**config.mk**
```make
export PLATFORM = sky130hd
export DESIGN_NAME = regfile_wb_arbiter_flat
export DESIGN_NICKNAME = d
export VERILOG_FILES = /design/src/rtl/regfile_pkg.sv /design/src/rtl/regfile_wb_arbiter_if.sv /design/src/rtl/regfile_wb_slot.sv /design/src/rtl/regfile_wb_arbiter.sv /design/src/flat_wrapper.sv
export SDC_FILE = /design/constraint.sdc
export NUM_CORES = 1
export LEC_CHECK = 0
export ABC_AREA = 1
export CORE_MARGIN = 3
export CORE_UTILIZATION = 68
export DETAILED_ROUTE_END_ITERATION = 7
export DONT_BUFFER_PORTS = 1
export PLACE_DENSITY = 0.87
export SLEW_MARGIN = 30
export SYNTH_ARGS = -nofsm -noshare
export SYNTH_HDL_FRONTEND = slang
export SYNTH_SLANG_ARGS = --single-unit
```
**constraint.sdc**
```tcl
create_clock -name clk -period 3.7 [get_ports clk]
set_input_delay 0.74 -clock clk [delete_from_list [all_inputs] [get_ports clk]]
set_output_delay 0.74 -clock clk [all_outputs]
set_load 0.03 [all_outputs]
```
**src/rtl/regfile_pkg.sv**
```systemverilog
// Shared types and constants for the register-file writeback path.
package regfile_pkg;

  localparam int XLEN   = 32;
  localparam int NREG   = 32;
  localparam int REG_AW = 5;

  typedef logic [REG_AW-1:0] reg_addr_t;

  typedef enum logic {
    WB_ALU = 1'b0,
    WB_LSU = 1'b1
  } wb_src_e;

  typedef struct packed {
    reg_addr_t       rd;
    logic [XLEN-1:0] data;
  } wb_req_t;

endpackage

```
**src/rtl/regfile_wb_arbiter_if.sv**
```systemverilog
// Writeback bus between the ALU/LSU sources, the arbiter and the register file port.
interface regfile_wb_arbiter_if #(
  parameter int XLEN = 32,
  parameter int NREG = 32
);
  import regfile_pkg::*;

  logic            alu_valid;
  logic            alu_ready;
  reg_addr_t       alu_rd;
  logic [XLEN-1:0] alu_data;

  logic            lsu_valid;
  logic            lsu_ready;
  reg_addr_t       lsu_rd;
  logic [XLEN-1:0] lsu_data;

  logic            rf_we;
  reg_addr_t       rf_rd;
  logic [XLEN-1:0] rf_wdata;
  logic [NREG-1:0] pending;
  logic            grant_lsu;

  modport master (
    output alu_valid, alu_rd, alu_data,
    output lsu_valid, lsu_rd, lsu_data,
    input  alu_ready, lsu_ready,
    input  rf_we, rf_rd, rf_wdata, pending, grant_lsu
  );

  modport slave (
    input  alu_valid, alu_rd, alu_data,
    input  lsu_valid, lsu_rd, lsu_data,
    output alu_ready, lsu_ready,
    output rf_we, rf_rd, rf_wdata, pending, grant_lsu
  );

endinterface

```
**src/rtl/regfile_wb_slot.sv**
```systemverilog
// One-entry writeback holding slot; writes to x0 are accepted and dropped.
module regfile_wb_slot #(
  parameter int XLEN = 32
) (
  input  logic                  clk,
  input  logic                  rst_n,
  input  logic                  valid,
  output logic                  ready,
  input  regfile_pkg::reg_addr_t in_rd,
  input  logic [XLEN-1:0]       in_data,
  input  logic                  grant,
  output logic                  full,
  output regfile_pkg::reg_addr_t rd,
  output logic [XLEN-1:0]       data
);
  import regfile_pkg::*;

  // A granted slot drains this edge, so it can take a new request at the same time.
  assign ready = !full || grant;

  always_ff @(posedge clk or negedge rst_n) begin
    if (!rst_n) begin
      full <= 1'b0;
      rd   <= '0;
      data <= '0;
    end else if (valid && ready) begin
      if (in_rd != '0) begin
        full <= 1'b1;
        rd   <= in_rd;
        data <= in_data;
      end else begin
        full <= 1'b0;
      end
    end else if (grant) begin
      full <= 1'b0;
    end
  end

endmodule

```
**src/rtl/regfile_wb_arbiter.sv**
```systemverilog
// Shares the register-file write port between the ALU and LSU writeback slots.
// Define REGFILE_WBARB_RR_EN for round-robin on contention; otherwise the LSU always wins.
module regfile_wb_arbiter #(
  parameter int XLEN = 32,
  parameter int NREG = 32
) (
  input logic                clk,
  input logic                rst_n,
  regfile_wb_arbiter_if.slave bus
);
  import regfile_pkg::*;

  logic            alu_full, lsu_full;
  logic            alu_gnt, lsu_gnt, lsu_win;
  reg_addr_t       alu_hold_rd, lsu_hold_rd;
  logic [XLEN-1:0] alu_hold_data, lsu_hold_data;
  logic [NREG-1:0] pend;

  regfile_wb_slot #(.XLEN(XLEN)) u_alu_slot (
    .clk     (clk),
    .rst_n   (rst_n),
    .valid   (bus.alu_valid),
    .ready   (bus.alu_ready),
    .in_rd   (bus.alu_rd),
    .in_data (bus.alu_data),
    .grant   (alu_gnt),
    .full    (alu_full),
    .rd      (alu_hold_rd),
    .data    (alu_hold_data)
  );

  regfile_wb_slot #(.XLEN(XLEN)) u_lsu_slot (
    .clk     (clk),
    .rst_n   (rst_n),
    .valid   (bus.lsu_valid),
    .ready   (bus.lsu_ready),
    .in_rd   (bus.lsu_rd),
    .in_data (bus.lsu_data),
    .grant   (lsu_gnt),
    .full    (lsu_full),
    .rd      (lsu_hold_rd),
    .data    (lsu_hold_data)
  );

`ifdef REGFILE_WBARB_RR_EN
  wb_src_e rr_ptr;

  assign lsu_win = lsu_full && (!alu_full || (rr_ptr == WB_LSU));

  // Only contention moves the pointer, and it always moves to the loser.
  always_ff @(posedge clk or negedge rst_n) begin
    if (!rst_n) begin
      rr_ptr <= WB_ALU;
    end else if (alu_full && lsu_full) begin
      rr_ptr <= lsu_win ? WB_ALU : WB_LSU;
    end
  end
`else
  assign lsu_win = lsu_full;
`endif

  assign lsu_gnt = lsu_win;
  assign alu_gnt = alu_full && !lsu_win;

  always_comb begin
    bus.rf_we     = alu_full || lsu_full;
    bus.rf_rd     = '0;
    bus.rf_wdata  = '0;
    bus.grant_lsu = lsu_gnt;
    if (lsu_gnt) begin
      bus.rf_rd    = lsu_hold_rd;
      bus.rf_wdata = lsu_hold_data;
    end else if (alu_gnt) begin
      bus.rf_rd    = alu_hold_rd;
      bus.rf_wdata = alu_hold_data;
    end
  end

  // Built from slot state only, so decode never sees a path from the valids.
  always_comb begin
    pend = '0;
    if (alu_full) pend[alu_hold_rd] = 1'b1;
    if (lsu_full) pend[lsu_hold_rd] = 1'b1;
  end

  assign bus.pending = pend;

endmodule

```
**src/flat_wrapper.sv**
```systemverilog
// flat-port wrapper written by rule: the top's interface ports become plain ports
module regfile_wb_arbiter_flat import regfile_pkg::*;
#(
  parameter int XLEN = 32,
  parameter int NREG = 32
)
  (clk, rst_n, bus_alu_valid, bus_alu_rd, bus_alu_data, bus_lsu_valid, bus_lsu_rd, bus_lsu_data, bus_alu_ready, bus_lsu_ready, bus_rf_we, bus_rf_rd, bus_rf_wdata, bus_pending, bus_grant_lsu);
  regfile_wb_arbiter_if #(.XLEN(XLEN), .NREG(NREG)) bus_i ();
  input logic clk;
  input logic rst_n;
  input wire logic [$bits(bus_i.alu_valid)-1:0] bus_alu_valid;
  input wire logic [$bits(bus_i.alu_rd)-1:0] bus_alu_rd;
  input wire logic [$bits(bus_i.alu_data)-1:0] bus_alu_data;
  input wire logic [$bits(bus_i.lsu_valid)-1:0] bus_lsu_valid;
  input wire logic [$bits(bus_i.lsu_rd)-1:0] bus_lsu_rd;
  input wire logic [$bits(bus_i.lsu_data)-1:0] bus_lsu_data;
  output wire logic [$bits(bus_i.alu_ready)-1:0] bus_alu_ready;
  output wire logic [$bits(bus_i.lsu_ready)-1:0] bus_lsu_ready;
  output wire logic [$bits(bus_i.rf_we)-1:0] bus_rf_we;
  output wire logic [$bits(bus_i.rf_rd)-1:0] bus_rf_rd;
  output wire logic [$bits(bus_i.rf_wdata)-1:0] bus_rf_wdata;
  output wire logic [$bits(bus_i.pending)-1:0] bus_pending;
  output wire logic [$bits(bus_i.grant_lsu)-1:0] bus_grant_lsu;
  assign bus_i.alu_valid = bus_alu_valid;
  assign bus_i.alu_rd = bus_alu_rd;
  assign bus_i.alu_data = bus_alu_data;
  assign bus_i.lsu_valid = bus_lsu_valid;
  assign bus_i.lsu_rd = bus_lsu_rd;
  assign bus_i.lsu_data = bus_lsu_data;
  assign bus_alu_ready = bus_i.alu_ready;
  assign bus_lsu_ready = bus_i.lsu_ready;
  assign bus_rf_we = bus_i.rf_we;
  assign bus_rf_rd = bus_i.rf_rd;
  assign bus_rf_wdata = bus_i.rf_wdata;
  assign bus_pending = bus_i.pending;
  assign bus_grant_lsu = bus_i.grant_lsu;
  regfile_wb_arbiter #(.XLEN(XLEN), .NREG(NREG)) u_core (.clk(clk), .rst_n(rst_n), .bus(bus_i));
endmodule
```
**After elaboration in Yosys (flattened, before gate mapping)**

Cells that the tools add are included.

- Memories: 0
- Register bits: 76
- Memory bits (read-only): 0
- Input port bits: 78
- Latch bits: 0
- Memory bits (writable): 0

- Reductions and logical operators: 13
- Shifts and indexed selects: 0
- Order comparisons: 4
- Muxes and demuxes: 15
- Add/subtract/negate cells: 0
- Eq/ne operators: 0
- Multiply operators: 0
- Divide/modulo/power cells: 0
- Bitwise operators: 1

Operator list:

| kind | number |
|---|---|
| 32-bit two-way mux | 4 |
| 32-bit bitwise OR | 1 |
| 5-bit by 6-bit < comparator with 1-bit output, second input constant | 2 |
| 1-bit demux with 5-bit select | 2 |
| 5-bit by 1-bit greater-or-equal comparator with 1-bit output, second input constant | 2 |
| 5-bit two-way mux | 2 |
| 5-bit nonzero test | 2 |
| 1-bit two-way mux | 7 |
| 1-bit logical AND | 4 |
| 2-bit AND reduction | 2 |
| 1-bit logical NOT | 2 |
| 1-bit logical OR | 2 |
| 2-bit nonzero test | 1 |

**Logic depth before layout (Yosys ltp)**

Gate-level depths: netlist (run 1).

- Word-level depth: 7
- Depth in mapped cells: 8
- Depth with buffers taken out: 5

**Hierarchy**

Synthesis (run 1) repeated with hierarchy kept, for this count alone.

- Cell total of the unflattened synthesis: 593
- Area total of the unflattened synthesis: 4,124.0 µm²

By module, submodules not included:

| module | cells an instance | area an instance (µm²) | instances |
|---|---|---|---|
| regfile_wb_slot | 169 | 1,540.2 | 2 |
| regfile_wb_arbiter | 255 | 1,043.5 | 1 |

**Least setup slack after synthesis (run 1)**

Ideal clock, no wire load.

- Path type: register -> output
- From: reg u_core.u_lsu_slot.full
- To: out bus_pending[0]
- Data arrival time: 1,734 ps
- Slack: 1,226 ps
- Required time: 2,960 ps
- Stages on the path, launching flop included: 6
- Path buffers: 1
- Cell sequence: dfrtp_1 buf_4 inv_1 nor2_1 nand2_1 o21ai_0

- Word-level cells in the longest chain between the ends: 1

Ends and longest elaborated chain:

| element | RTL line | text |
|---|---|---|
| from (decl) | regfile_wb_slot.sv:12 | `output logic full,` |
| from (signal assigned) | regfile_wb_slot.sv:23 | `full <= 1'b0;` |
| from (signal assigned) | regfile_wb_slot.sv:28 | `full <= 1'b1;` |
| from (signal assigned) | regfile_wb_slot.sv:32 | `full <= 1'b0;` |
| 32-bit two-way mux | regfile_wb_arbiter.sv:83 | `if (lsu_full) pend[lsu_hold_rd] = 1'b1;` |
| to (decl) | flat_wrapper.sv:22 | `output wire logic [$bits(bus_i.pending)-1:0] bus_pending;` |

Every way passes these cells.

**Worst setup path after layout (run 1)**

- From: reg u_core.u_alu_slot.full
- To: out bus_pending[18]

- Word-level cells in the longest chain between the ends: 3

Ends and longest elaborated chain:

| element | RTL line | text |
|---|---|---|
| from (decl) | regfile_wb_slot.sv:12 |  |
| from (signal assigned) | regfile_wb_slot.sv:23 |  |
| from (signal assigned) | regfile_wb_slot.sv:28 |  |
| from (signal assigned) | regfile_wb_slot.sv:32 |  |
| 32-bit two-way mux * | regfile_wb_arbiter.sv:82 | `if (alu_full) pend[alu_hold_rd] = 1'b1;` |
| 32-bit bitwise OR (no line) | -- |  |
| 32-bit two-way mux * | regfile_wb_arbiter.sv:83 |  |

Every way passes the cells marked *; elsewhere a longest branch is shown, timed or not.

==> reports/metrics.yaml, run 1 <==
gp_congestion: 0.953
grt_pass1_vias: 3621
routed_wl_um: 11500
fp.dieW_um: 83.0
path_max_fanout: 23
worst_slew_pin_slew_ps: 740
nets: 646
vias: 3946
synthAdderAreaFrac_pct: 0
synth_cell_type_count: 21
dpl.hpwl_um: 8200
ys_seq_elements: 76
hp-class: "input pin to async pin"
post-route-drc-count: 0
synth_compound_area_share_pct: 4.72
first_pass_iters: 6
peakVddDrop_v: 0.000425
vias_per_cell: 6.12
post_dp_cell_area_sq_um: 4200
r2r_setup_slack_ps: 1150
worst_path_max_delay_cell: "dfrtp_1"
cp-end-kind: "primary output"
slew_headroom_pct: 50.6
min_period_ps: 3090
timing.final.crit_share_pct: 83.5
synth.area.mux_share_pct: 0
drt-initial-drc-count: 492
route.detailed.wl_per_inst_um: 17.9
synth_nets: 629
io_pins: 151
slew_viol_final: 0
power.leakage_nw: 2.33
antenna_found_initial: 0
arrival_ps: 2350
synth-xor-area-share_pct: 0
reg2regPathDepth: 6
async_flop_share_pct: 100
grt.total_usage_pct: 34.3
fp.coreArea_sq_um: 5610
rsz0062_at_grt: "no"
post_synth_inst_count: 551
numPortBuffers: 0
p_per_area_nw_per_um2: 478
finalSetupViolCount: 0
start_util_pct: 71.9
multi_input_comb_area_sq_um: 1850
cts_tree: "built"
ys_top_cells_by_area: "dfrtp_1 (47%), nand2_1 (23%), nand3_1 (14%)"
finClkSkew_ps: 10.1
hold_buffers: 0
crit_required_ps: 2960
grt_overflow_total: 0
maxCapViolations: 0
cts_buffers: 9
synth_top_area_cell: "dfrtp_1"
clock_path_buffers: 2
reg2reg_from: "u_core.u_alu_slot.full$_DFFE_PN0P_"
fin_tns_setup_ps: 0
synth-simple-area-share_pct: 41.1
cts_sinks: 76
yosysSeqAreaShare_pct: 47.2
clk_pin_slew_ps: 90
synth.top_cell.area_share_pct: 47.2
clock_latency_ps: 350
critical_path.startpoint_type: "flop"
finalInstanceArea_sq_um: 4380
status: "completed"
crit_type: "flop to primary output"
dieArea_sq_um: 6890
synth_top_family_by_area: "simple AND/OR/NAND/NOR gates"
finalHoldViolCount: 0
crit_top_cell: "nand2_1"
ys_warn_count: 0
grt_pass1_wl_um: 18900
max_stage_delay_ps: 820
fillers: 424
fmax_mhz: 324
rows: 27
drive_gt1_share_pct: 11.2
synth_area_per_cell_sq_um: 7.31
ff_latch_area_sq_um: 1900
r2r_end: "u_core.u_alu_slot.data[9]$_DFFE_PN0P_"
crit_chain: "nand2_1, nor2_1, nand2_1, o21ai_0, buf_4"
area_delta_synth_final_pct: 8.60
ant_nets: 0
synth_edf_count: 0
h-tree-depth: 3
cts_setup_buffers: 0
ys.flop_type: "dfrtp_1"
cts_resized: 0
antenna_cells: 0
netlist_area_sq_um: 4030
die_h_um: 83.0
cts_root_buf: "clkbuf_8"
grt_start_max_net_pins: 77
## cell usage in the layout (no fill, tap or decap)
cell type / count
nor2_1: 7
buf_4: 41
clkinv_2: 1
nand2_2: 2
nor3_1: 8
clkbuf_1: 1
inv_8: 1
nand2_4: 1
clkinv_4: 1
clkbuf_8: 9
conb_1: 1
dfrtp_1: 76
o21ai_0: 32
nand3b_1: 1
nand3_1: 113
clkinvlp_4: 2
nand2_1: 252
nor3_2: 2
inv_1: 13
a21oi_1: 1
o22ai_1: 4
and2_4: 1
nand3_2: 2
inv_6: 1
## flip-flops by register name (all words and copies together), names as in the netlist
name,count
u_core.u_alu_slot.data,32
u_core.u_alu_slot.full,1
u_core.u_alu_slot.rd,5
u_core.u_lsu_slot.data,32
u_core.u_lsu_slot.full,1
u_core.u_lsu_slot.rd,5
## final cells by class
class,count,share of cell area [%]
Sequential cell,76,43.5
Inverter,13,1.11
Clock buffer,10,2.92
Tap cell,72,2.06
Multi-Input combinational cell,427,42.3
Timing Repair Buffer,41,7.03
Clock inverter,6,1.11
## layer usage
metal | up-vias | global-route usage [%] | routed length (um)
li1 | 1818 | - | -
met1 | 1852 | 46.9 | 4670
met2 | 245 | 52.8 | 5350
met3 | 31 | 10.4 | 1250
met4 | 0 | 11.0 | 258
met5 | - | 0 | 0
## critical path: cells and delay by family (launching register included)
| kind | cells | cell delay [ps] |
|---|---|---|
| buffers and inverters | 1 | 210 |
| AOI/OAI and AO/OA | 1 | 130 |
| and+or+nand+nor | 3 | 840 |
| DFF | 1 | 820 |
## cells by family (layout without fill, tap and decap cells)
| kind of cell | Yosys count | in the layout |
|---|---|---|
| simple gates | 389 | 389 |
| flops | 76 | 76 |
| buf+inv | 48 | 70 |
| compound gates | 37 | 37 |
| other cells | 1 | 1 |
## where the power goes
part,internal (mW),total [mW],switching (mW),leakage [nW]
logic,0.126,0.490,0.363,1.32
clock network,0.251,0.577,0.326,0.0848
registers,0.931,1.02,0.0929,0.929
## Yosys cell counts, types with 2 or more instances
| cell | number |
|---|---|
| nor3_1 | 8 |
| clkbuf_1 | 15 |
| inv_1 | 13 |
| buf_4 | 4 |
| nor2_1 | 7 |
| nand2_1 | 252 |
| nand3_2 | 2 |
| buf_6 | 10 |
| o22ai_1 | 4 |
| nand3_1 | 113 |
| o21ai_0 | 32 |
| buf_2 | 5 |
| nand2_2 | 2 |
| dfrtp_1 | 76 |
| nor3_2 | 2 |
## worst max-delay path by stage
stage                                       start                                     end  slack (ps)  cells after the start
3_5_place_dp                        bus_alu_rd[3]   u_core.u_alu_slot.data[8]$_DFFE_PN0P_        1060                      5
5_1_grt        u_core.u_alu_slot.full$_DFFE_PN0P_                         bus_pending[27]         350                      5
2_1_floorplan    u_core.u_lsu_slot.full$_DFF_PN0_                          bus_pending[0]        1230                      5
4_1_cts        u_core.u_alu_slot.full$_DFFE_PN0P_                          bus_pending[3]         710                      5
3_3_place_gp                        bus_alu_rd[3]  u_core.u_alu_slot.data[30]$_DFFE_PN0P_        1130                      5
6_report       u_core.u_alu_slot.full$_DFFE_PN0P_                         bus_pending[18]         610                      5
## metrics by stage
step	worst slack, ps	total power, mW	std cells	util [%]	hold WS, ps
6_report	612	2.09	645	78.0	71.1
3_5_place_dp	1060	1.51	629	74.9	446
5_1_grt	354	2.20	645	78.0	42.5
4_1_cts	712	2.09	645	78.0	55.3
2_1_floorplan	1230	1.41	551	-	442
3_3_place_gp	1130	1.50	629	74.9	446
Power figures use the tool's default switching activity.
==> run 2, diff against run 1 <==
- CORE_UTILIZATION: 68 -> 63
- PLACE_DENSITY: 0.87 -> 0.82
- clock period: 3.7 -> 3 ns (I/O delays scaled with it)
==> run 2 against run 1 <==
  * Highest routed layer unchanged
  * Worst setup slack got worse by 340 ps
  * Hold slack improved by 55 ps
  * Cell count increased by 0.93%
  * Critical path depth unchanged
  * Combinational power increased by 27%
  * Sequential power increased by 24%
  * Via count decreased by 2.1%
  * Critical path type unchanged
  * Register-to-register slack got worse by 500 ps
  * Final area increased by 1.5%
  * Non-clock buffer count increased by 3
==> reports/metrics.yaml, run 2 (synthesis results as in run 1) <==
status: "completed"
fin_tns_setup_ps: 0
gp_congestion: 0.921
worst_slew_pin_slew_ps: 684
ff_latch_area_sq_um: 1900
numPortBuffers: 0
grt.total_usage_pct: 30.6
cts_buffers: 9
final_util_pct: 73.3
route.detailed.wl_per_inst_um: 16.9
antenna_found_initial: 0
dieArea_sq_um: 7390
crit_chain: "inv_1, nor3_2, nand2_1, o21ai_0, buf_4"
peakVddDrop_v: 0.000389
critical_path.startpoint_type: "flop"
reg2reg_from: "u_core.u_lsu_slot.full$_DFF_PN0_"
worst_path_max_delay_cell: "dfrtp_1"
maxCapViolations: 0
cts_setup_buffers: 0
vias: 3863
first_pass_iters: 6
cts_tree: "built"
rsz0062_at_grt: "no"
post-route-drc-count: 0
clock_path_buffers: 2
arrival_ps: 2130
routed_wl_um: 11000
hp-class: "input pin to async pin"
p_per_area_nw_per_um2: 595
antenna_cells: 0
vias_per_cell: 5.93
clk_pin_slew_ps: 80
drive_gt1_share_pct: 11.3
hold_buffers: 1
holdWs_ps: 126
start_util_pct: 66.5
ant_nets: 0
max_stage_delay_ps: 690
fp.dieW_um: 86.0
crit_required_ps: 2400
crit_type: "flop to primary output"
path_max_fanout: 16
finalSetupViolCount: 0
fillers: 482
mostFrequentLayoutCell: "nand2_1"
finClkSkew_ps: 9.41
timing.final.crit_share_pct: 91.0
die_h_um: 86.0
cts_sinks: 76
io_pins: 151
power.leakage_nw: 2.36
clock_latency_ps: 340
cp_top_family: "flip-flops"
grt_pass1_vias: 3389
r2r_setup_slack_ps: 650
top_regs: "u_core.u_alu_slot.data: 32 flops, u_core.u_lsu_slot.data: 32 flops"
grt_overflow_total: 0
h-tree-depth: 3
nets: 649
min_period_ps: 2730
fp.coreArea_sq_um: 6060
slew_viol_final: 0
finalHoldViolCount: 0
grt_pass1_wl_um: 17500
fmax_mhz: 366
cts_resized: 0
cts_root_buf: "clkbuf_8"
multi_input_comb_area_sq_um: 1850
drt-initial-drc-count: 322
reg2regPathDepth: 6
slew_headroom_pct: 54.2
r2r_end: "u_core.u_alu_slot.data[29]$_DFFE_PN0P_"
final_cell_mix: "nand2_1 (252), nand3_1 (113), dfrtp_1 (76), buf_4 (43), o21ai_0 (32)"
cp-end-kind: "primary output"
area_delta_synth_final_pct: 10.2
rows: 28
dpl.hpwl_um: 8040
worst-path-buf-inv: 2
grt_start_max_net_pins: 77
## run 2: cell count changes in the layout (fill, tap and decap cells not counted), sizes merged
cell and change:
buf +3, bufinv +1, clkbuf +3, clkinv -1, clkinvlp -1, inv -2
## run 2: worst max path at each step
stage / to / from / slack, ps / cells past startpoint
global route: bus_pending[8] / u_core.u_alu_slot.full$_DFFE_PN0P_ / 70 / 5
floorplan: bus_pending[0] / u_core.u_lsu_slot.full$_DFF_PN0_ / 670 / 5
detailed placement: u_core.u_alu_slot.data[29]$_DFFE_PN0P_ / u_core.u_lsu_slot.full$_DFF_PN0_ / 680 / 6
global placement: bus_pending[26] / u_core.u_alu_slot.full$_DFFE_PN0P_ / 770 / 5
finish: bus_pending[8] / u_core.u_alu_slot.full$_DFFE_PN0P_ / 270 / 5
CTS: bus_pending[7] / u_core.u_lsu_slot.full$_DFF_PN0_ / 310 / 4
## run 2: metal layers
layer / global-route usage [%] / share of wire (%) / up-vias
li1: - / - / 1823
met1: 46.6 / 43 / 1825
met2: 44.6 / 46 / 198
met3: 5.57 / 9.9 / 17
met4: 9.06 / 1.3 / 0
met5: 0 / 0 / -
## run 2: cell type report
cell class | instances | share of cell area (%)
sequential | 76 | 42.8
tap | 75 | 2.11
clock buffer | 13 | 3.35
clock inverter | 3 | 1.04
timing repair buffer | 44 | 7.89
multi-input combinational | 427 | 41.7
inverter | 13 | 1.10
## run 2: metrics by stage
step           instance area [sq um]  instances  setup slack [ps]  power [mW]
3_5_place_dp                    4220        634               679        1.87
3_3_place_gp                    4220        634               766        1.84
6_report                        4440        651               271        2.64
2_1_floorplan                   4030        551               666        1.74
4_1_cts                         4440        651               310        2.64
5_1_grt                         4440        651              67.5        2.77
## run 2: where the power goes
part	internal, mW	total, mW	switching [mW]
clock	0.410	0.765	0.355
combinational	0.160	0.622	0.461
sequential	1.15	1.26	0.108
total	1.72	2.64	0.925
==> run 3, diff against run 2 <==
--- a/constraint.sdc
+++ b/constraint.sdc
@@ -3,2 +3,2 @@
 set_output_delay 0.6 -clock clk [all_outputs]
-set_load 0.03 [all_outputs]
+set_load 0.005 [all_outputs]
==> run 3 against run 2 <==
  * Clock power rose by 6.9%
  * Largest power group unchanged
  * Critical endpoint is now bus_rf_rd[4]
  * Sequential power hardly changed
  * Critical path depth shrank 1
  * Sequential cell count did not move
==> reports/metrics.yaml, run 3 (synthesis results as in run 1) <==
antenna_found_initial: 0
cts_tree: "built"
top_regs: "u_core.u_alu_slot.data: 32 flops, u_core.u_lsu_slot.data: 32 flops"
cts_root_buf: "clkbuf_8"
post-place-cells: 597
finalHoldViolCount: 0
routed_wl_um: 10500
crit_chain: "inv_1, buf_4, nand2_1, o22ai_1"
final_util_pct: 69.0
cts_setup_buffers: 0
met2WireLength_um: 4510
h-tree-depth: 3
final_cell_mix: "nand2_1 (252), nand3_1 (113), dfrtp_1 (76), o21ai_0 (32), inv_1 (13)"
stdcell_count: 614
grt.total_usage_pct: 28.9
mostFrequentLayoutCell: "nand2_1"
vias: 3704
cts_sinks: 76
finalSetupViolCount: 0
nets: 612
gp_congestion: 0.949
finClkSkew_ps: 11.3
dpl.hpwl_um: 7490
cp-end-kind: "primary output"
fp.dieW_um: 86.0
worst_slew_pin_slew_ps: 678
start_util_pct: 66.5
cts_resized: 0
hp-class: "input pin to async pin"
drt-initial-drc-count: 458
status: "completed"
grt_pass1_wl_um: 16500
rows: 28
fmax_mhz: 436
power.leakage_nw: 2.17
area_delta_synth_final_pct: 3.69
dieArea_sq_um: 7390
clk_pin_slew_ps: 90
route.met3.wl_um: 1200
die_h_um: 86.0
maxCapViolations: 0
cp_top_family: "flip-flops"
first_pass_iters: 5
grt_pass1_vias: 3293
p_total_mw: 2.49
grt_start_max_net_pins: 77
crit_type: "flop to primary output"
worst-path-buf-inv: 2
timing.final.crit_share_pct: 76.4
clock_path_buffers: 2
worst_path_max_delay_cell: "dfrtp_1"
arrival_ps: 1690
post-route-drc-count: 0
p_per_area_nw_per_um2: 595
critical_path.startpoint_type: "flop"
fin_tns_setup_ps: 0
antenna_cells: 0
route.detailed.wl_per_inst_um: 17.2
vias_per_cell: 6.03
io_pins: 151
wl_met1_um: 4580
ant_nets: 0
top_layer: "met4"
crit_required_ps: 2400
fp.coreArea_sq_um: 6060
path_max_fanout: 39
rsz0062_at_grt: "no"
pre_cts_ws_ps: 907
grt_overflow_total: 0
slew_viol_final: 0
slew_headroom_pct: 54.7
max_stage_delay_ps: 450
numPortBuffers: 0
min_period_ps: 2290
peakVddDrop_v: 0.000384
drive_gt1_share_pct: 5.75
clock_latency_ps: 360
worst_slack_ps: 708
cts_buffers: 9
[run 3: cell count changes in the layout (fill, tap and decap cells not counted), sizes merged]
cell      delta
buf         -37
clkbuf       -2
clkinvlp     +1
inv          +1
[run 3: metrics by stage]
stage	hold WS (ps)	cell area, sq um
after CTS	139	4180
after detailed placement	306	3940
after global routing	131	4180
after floorplan	304	4030
after global placement	306	3940
final	113	4180
[run 3: worst paths after layout]
path / to / start / depth (start not counted) / slack [ps]
max in group asynchronous: u_core.u_alu_slot.data[28]$_DFFE_PN0P_ / rst_n / 1 / 2570
hold reg to reg: u_core.u_lsu_slot.data[7]$_DFFE_PN0P_ / u_core.u_lsu_slot.data[7]$_DFFE_PN0P_ / 2 / 480
hold / removal: u_core.u_alu_slot.data[13]$_DFFE_PN0P_ / rst_n / 1 / 110
setup reg to reg: u_core.u_alu_slot.data[28]$_DFFE_PN0P_ / u_core.u_lsu_slot.full$_DFF_PN0_ / 6 / 870
setup / recovery: bus_rf_rd[4] / u_core.u_lsu_slot.full$_DFF_PN0_ / 4 / 710
min in group clk: u_core.u_lsu_slot.rd[4]$_DFFE_PN0P_ / bus_lsu_rd[4] / 2 / 350
[run 3: final cells by class]
class | instances | area (sq um)
Clock buffer | 11 | 151
Clock inverter | 5 | 58.8
Fill cell | 524 | 1880
Inverter | 13 | 48.8
Multi-Input combinational cell | 427 | 1850
Sequential cell | 76 | 1900
Tap cell | 75 | 93.8
Timing Repair Buffer | 7 | 72.6
[run 3: power by group]
group	switching (mW)	total, mW	leakage [nW]	internal, mW
registers	0.0966	1.25	0.929	1.15
clock network	0.387	0.818	0.102	0.431
logic	0.297	0.424	1.14	0.128
total	0.780	2.49	2.17	1.71
[run 3: timing repair]
action | 4_1_cts | 5_1_grt
hold endpoints to repair | 76 | 0
endpoints found under the setup margin | 0 | 0
hold buffers | 1 | 0
[run 3: metal layers]
metal / GRT usage (%) / vias up
met2: 39.6 / 251
met4: 12.4 / 0
met3: 7.59 / 31
met1: 43.2 / 1678
met5: 0 / -
li1: - / 1744
